$ cat src/rtl/frog_move_sched_if.sv
// Move-command handshake between the move scheduler (master) and the
// frog position logic (slave).
interface frog_move_sched_if;
   logic       move_valid;
   logic       move_ready;
   logic [1:0] move_dir;
   logic       repeating;

   modport master (output move_valid, move_dir, repeating, input move_ready);
   modport slave  (input move_valid, move_dir, repeating, output move_ready);
endinterface

$ cat src/rtl/frog_move_sched.sv
// Turns debounced direction buttons into single frog move commands, with
// fixed-priority arbitration and hold-to-auto-repeat.
//
// state | meaning
// IDLE  | no move pending, waiting for a fresh press tick
// ISSUE | move_valid high, waiting for the consumer to accept
// HOLD  | move accepted, button still held, counting down to the next repeat
module frog_move_sched #(
   parameter int HOLD_DELAY    = 25000000,
   parameter int REPEAT_PERIOD = 10000000,
   parameter int CW            = 26
) (
   input  logic                  clk,
   input  logic                  reset,
   input  logic [3:0]            btn_level,
   input  logic [3:0]            btn_tick,
   input  logic                  enable,
   frog_move_sched_if.master     mv
);

   typedef enum logic [1:0] {IDLE, ISSUE, HOLD} state_t;

   localparam logic [CW-1:0] HOLD_LOAD = CW'(HOLD_DELAY - 1);
   localparam logic [CW-1:0] REP_LOAD  = CW'(REPEAT_PERIOD - 1);

   state_t        state, state_n;
   logic [1:0]    dir, dir_n;
   logic          valid, valid_n;
   logic          rep, rep_n;
   logic [CW-1:0] cnt, cnt_n;
   logic [3:0]    other_tick;

   function automatic logic [1:0] win(input logic [3:0] t);
      if (t[0])      win = 2'd0;
      else if (t[1]) win = 2'd1;
      else if (t[2]) win = 2'd2;
      else           win = 2'd3;
   endfunction

   always_ff @(posedge clk or posedge reset) begin
      if (reset) begin
         state <= IDLE;
         dir   <= 2'd0;
         valid <= 1'b0;
         rep   <= 1'b0;
         cnt   <= '0;
      end else begin
         state <= state_n;
         dir   <= dir_n;
         valid <= valid_n;
         rep   <= rep_n;
         cnt   <= cnt_n;
      end
   end

   always_comb begin
      state_n    = state;
      dir_n      = dir;
      valid_n    = valid;
      rep_n      = rep;
      cnt_n      = cnt;
      other_tick = btn_tick & ~(4'b0001 << dir);

      if (!enable) begin
         state_n = IDLE;
         valid_n = 1'b0;
         rep_n   = 1'b0;
         cnt_n   = '0;
      end else begin
         case (state)
            IDLE: begin
               cnt_n = '0;
               if (|btn_tick) begin
                  dir_n   = win(btn_tick);
                  valid_n = 1'b1;
                  rep_n   = 1'b0;
                  state_n = ISSUE;
               end
            end
            ISSUE: begin
               if (valid && mv.move_ready) begin
                  valid_n = 1'b0;
                  rep_n   = 1'b0;
                  if (btn_level[dir]) begin
                     state_n = HOLD;
                     cnt_n   = rep ? REP_LOAD : HOLD_LOAD;
                  end else begin
                     state_n = IDLE;
                     cnt_n   = '0;
                  end
               end
            end
            HOLD: begin
               cnt_n = (cnt != '0) ? cnt - 1'b1 : '0;
               // A new direction preempts even if the held button is released in the same cycle.
               if (|other_tick) begin
                  dir_n   = win(other_tick);
                  valid_n = 1'b1;
                  rep_n   = 1'b0;
                  cnt_n   = '0;
                  state_n = ISSUE;
               end else if (!btn_level[dir]) begin
                  cnt_n   = '0;
                  state_n = IDLE;
               end else if (cnt <= CW'(1)) begin
                  // Raise valid on the edge where the count reaches zero so the
                  // press-to-press spacing is exactly the configured period.
                  valid_n = 1'b1;
                  rep_n   = 1'b1;
                  cnt_n   = '0;
                  state_n = ISSUE;
               end
            end
            default: begin
               state_n = IDLE;
               valid_n = 1'b0;
               rep_n   = 1'b0;
               cnt_n   = '0;
            end
         endcase
      end
   end

   assign mv.move_valid = valid;
   assign mv.move_dir   = dir;
   assign mv.repeating  = rep;

endmodule

$ cat src/flat_wrapper.sv
// flat-port wrapper written by rule: the top's interface ports become plain ports
module frog_move_sched_flat 
#(
   parameter int HOLD_DELAY    = 25000000,
   parameter int REPEAT_PERIOD = 10000000,
   parameter int CW            = 26
)
  (clk, reset, btn_level, btn_tick, enable, mv_move_valid, mv_move_dir, mv_repeating, mv_move_ready);
  frog_move_sched_if mv_i ();
  input  logic clk;
  input  logic reset;
  input  logic [3:0] btn_level;
  input  logic [3:0] btn_tick;
  input  logic enable;
  output wire logic [$bits(mv_i.move_valid)-1:0] mv_move_valid;
  output wire logic [$bits(mv_i.move_dir)-1:0] mv_move_dir;
  output wire logic [$bits(mv_i.repeating)-1:0] mv_repeating;
  input wire logic [$bits(mv_i.move_ready)-1:0] mv_move_ready;
  assign mv_move_valid = mv_i.move_valid;
  assign mv_move_dir = mv_i.move_dir;
  assign mv_repeating = mv_i.repeating;
  assign mv_i.move_ready = mv_move_ready;
  frog_move_sched #(.HOLD_DELAY(HOLD_DELAY), .REPEAT_PERIOD(REPEAT_PERIOD), .CW(CW)) u_core (.clk(clk), .reset(reset), .btn_level(btn_level), .btn_tick(btn_tick), .enable(enable), .mv(mv_i));
endmodule
$ cat config.mk
export PLATFORM = sky130hd
export DESIGN_NAME = frog_move_sched_flat
export DESIGN_NICKNAME = d
export VERILOG_FILES = /design/src/rtl/frog_move_sched_if.sv /design/src/rtl/frog_move_sched.sv /design/src/flat_wrapper.sv
export SDC_FILE = /design/constraint.sdc
export NUM_CORES = 1
export LEC_CHECK = 0
export CAP_MARGIN = 20
export CORE_MARGIN = 4
export CORE_UTILIZATION = 43
export CTS_BUF_LIST = sky130_fd_sc_hd__clkbuf_2 sky130_fd_sc_hd__clkbuf_4 sky130_fd_sc_hd__clkbuf_8
export CTS_CLUSTER_SIZE = 24
export DETAILED_ROUTE_END_ITERATION = 16
export HOLD_SLACK_MARGIN = 0.12
export PLACE_DENSITY_LB_ADDON = 0.2
export SLEW_MARGIN = 20
export SYNTH_ARGS = -nofsm -noshare
export SYNTH_HDL_FRONTEND = slang
export SYNTH_SLANG_ARGS = --single-unit
$ cat constraint.sdc
create_clock -name clk -period 3 [get_ports clk]
set_input_delay 0.45 -clock clk [delete_from_list [all_inputs] [get_ports clk]]
set_output_delay 0.45 -clock clk [all_outputs]
set_load 0.01 [all_outputs]
==> metrics.yaml <==
drt_pre_antenna_iters: 4
required_ns: 3.17
timing.fmax_ghz: 0.371
fin_cells: 328
grt_pass1_vias: 1863
synth_edf_count: 0
setup_viol: 0
syn_area_sq_mm: 0.00212
synth_area_leaders: "dfrtp_1, a21oi_1, o21ai_0"
syn_inst: 239
die_y_microns: 78.2
ctsResizeCount: 0
first_iter_violations: 176
max_cap_viol_count: 0
cts_hold_buf: 0
drt-vias-per-instance: 5.64
critPathMaxFanout: 26
ys_warn_count: 0
cts_tree: "built"
outcome: "finished, final reports clean"
grt_pass1_wl_microns: 8820
io_pins: 16
initial_core_util: 0.446
final_net_count: 278
post-cts-setup-buffer-count: 0
finalMaxSlewViolations: 0
drive_gt1_frac: 0.146
ir_drop_v: 0.000396
clock_latency_ns: 0.28
synth_cell_types: 55
worst-slew-pin-transition_ns: 0.606
synth-main-ff-cell: "dfrtp_1"
hp-class: "register to register"
rrSetupSlack_ns: 0.31
synth-async-reset-ratio: 1.00
layout_commonest_cell: "dfrtp_1"
overflow: 0
pre_cts_ws_ns: 0.228
numCtsBuffers: 5
place_hpwl_microns: 3360
antenna_found_initial: 0
post_dp_cell_area_sq_mm: 0.00235
finClkSkew_ns: 0.00350
wl_microns: 4790
max-slew-margin-rel: 0.594
tns_ns: 0
ys_ff_latch: 32
endpoint_kind: "register"
drc_errors: 0
synth_top_area_cell: "dfrtp_1"
die_w_microns: 78.2
layout_common_cells: "dfrtp_1, nand2_1, a21oi_1"
cp.arrival_ns: 2.87
portBuffers: 15
power.internal_w: 0.00100
ant_nets: 0
power_frac_seq: 0.348
startpoint_type: "register"
rsz0062_at_grt: "false"
fp.dieArea_sq_mm: 0.00612
cts.sinks: 32
track_usage: 0.178
syn_area_per_cell_sq_um: 8.87
finalWeightedCongestion: 0.877
leakage_nw: 1.17
synth_nets: 257
p_sw_frac: 0.338
clkTransAtPathRegs_ns: 0.07
finalCriticalPeriod_ns: 2.69
pwr-share-comb: 0.348
dp.cells: 320
switching_power_w: 0.000512
pwr-share-clk: 0.303
wl_per_cell_microns: 14.6
ys_seq_area_frac: 0.378
finalHoldViolCount: 0
criticalPathCategory: "register to register"
clock-root-buffer: "clkbuf_8"
clk_path_buf_depth: 2
core_area_sq_mm: 0.00475
post-route-period-util: 0.898
grt_max_degree: 33
cts_htree_levels: 2
n_antenna_cell: 0
fin_ws_ns: 0.305
whs_ns: 0.498
power_density_mw_per_mm2: 611
rows: 25
vias: 1851
syn2layout_area_growth_pct: 16.9
synth_top_area_frac: 0.378
fin_area_sq_mm: 0.00248
-- final cells by class --
| cell class | instances | area [sq um] |
|---|---|---|
| fillers | 471 | 2280 |
| multi-input cells | 186 | 1200 |
| flip-flops and latches | 32 | 801 |
| repair buffers | 22 | 215 |
| clock buffers | 7 | 96.3 |
| well taps | 67 | 83.8 |
| inverters | 13 | 48.8 |
| clock inverters | 1 | 30.0 |
-- kinds of logic (layout without fill, tap and decap cells) --
group	after synthesis	after routing	synth area share
AOI/OAI and AO/OA	78	78	0.241
adders and majority gates	6	6	0.0354
DFF	32	32	0.378
buffers and inverters	21	43	0.0572
and+or+nand+nor	96	96	0.253
xor gates and xnor gates	1	1	0.00413
muxes	5	5	0.0313
-- state kept, by name, indices dropped and copies added (netlist names) --
name,cells
u_core.cnt,26
u_core.mv.move_valid,1
u_core.mv.repeating,1
u_core.mv.move_dir,2
u_core.state,2
-- routing by layer --
layer | GRT usage | share of wire | up-vias | wire length, microns
li1 | - | - | 931 | -
met1 | 0.244 | 0.49 | 871 | 2360
met2 | 0.275 | 0.45 | 45 | 2180
met3 | 0.0436 | 0.047 | 4 | 225
met4 | 0.0559 | 0.0058 | 0 | 28
met5 | 0 | 0 | - | 0
-- cell usage after synthesis, types with 3 or more instances --
master    count
a221o_1       3
clkbuf_1      3
a21o_1        5
nor4_1        5
a31oi_1       3
nor2_1       19
nor3_1        8
o31ai_1       3
mux2_2        3
dfrtp_1      32
a211o_1       5
nor3b_1       4
inv_1        13
ha_1          6
nor2b_1       5
o21ai_0      19
nand2_1      21
or3_2         3
nand3_1      11
a21oi_1      20
o211ai_1      4
-- worst max-delay path, stage by stage, from the launching register on --
cell and delay [ns]:
dfrtp_1 0.40, or4_4 0.57, or4_4 0.45, nor4_4 0.37, or3_1 0.20, buf_12 0.17
o21ai_0 0.10, a211o_1 0.32
-- per-stage QoR --
| stage | utilization | power, W |
|---|---|---|
| 2_1_floorplan | - | 0.000906 |
| 3_3_place_gp | 0.495 | 0.00106 |
| 3_5_place_dp | 0.495 | 0.00106 |
| 4_1_cts | 0.521 | 0.00153 |
| 5_1_grt | 0.521 | 0.00162 |
| 6_report | 0.521 | 0.00151 |
-- power by group through the flow --
stage	Clock [W]	Combinational, W	Sequential, W
6_report	0.000459	0.000528	0.000528
4_1_cts	0.000468	0.000529	0.000528
2_1_floorplan	0	0.000384	0.000522
5_1_grt	0.000488	0.000594	0.000537
3_3_place_gp	0	0.000524	0.000536
3_5_place_dp	0	0.000526	0.000537
-- path summary, 6_finish.rpt --
check,startpoint,to,depth (start not counted)
min in group asynchronous,reset,u_core.cnt[15],3
min reg2reg,u_core.cnt[25],u_core.cnt[25],1
min,u_core.cnt[25],u_core.cnt[25],1
max,u_core.cnt[18],u_core.cnt[11],7
max in group asynchronous,reset,u_core.mv.move_valid,3
max reg2reg,u_core.cnt[18],u_core.cnt[11],7
Note: power is estimated with default switching activity, not from simulation.
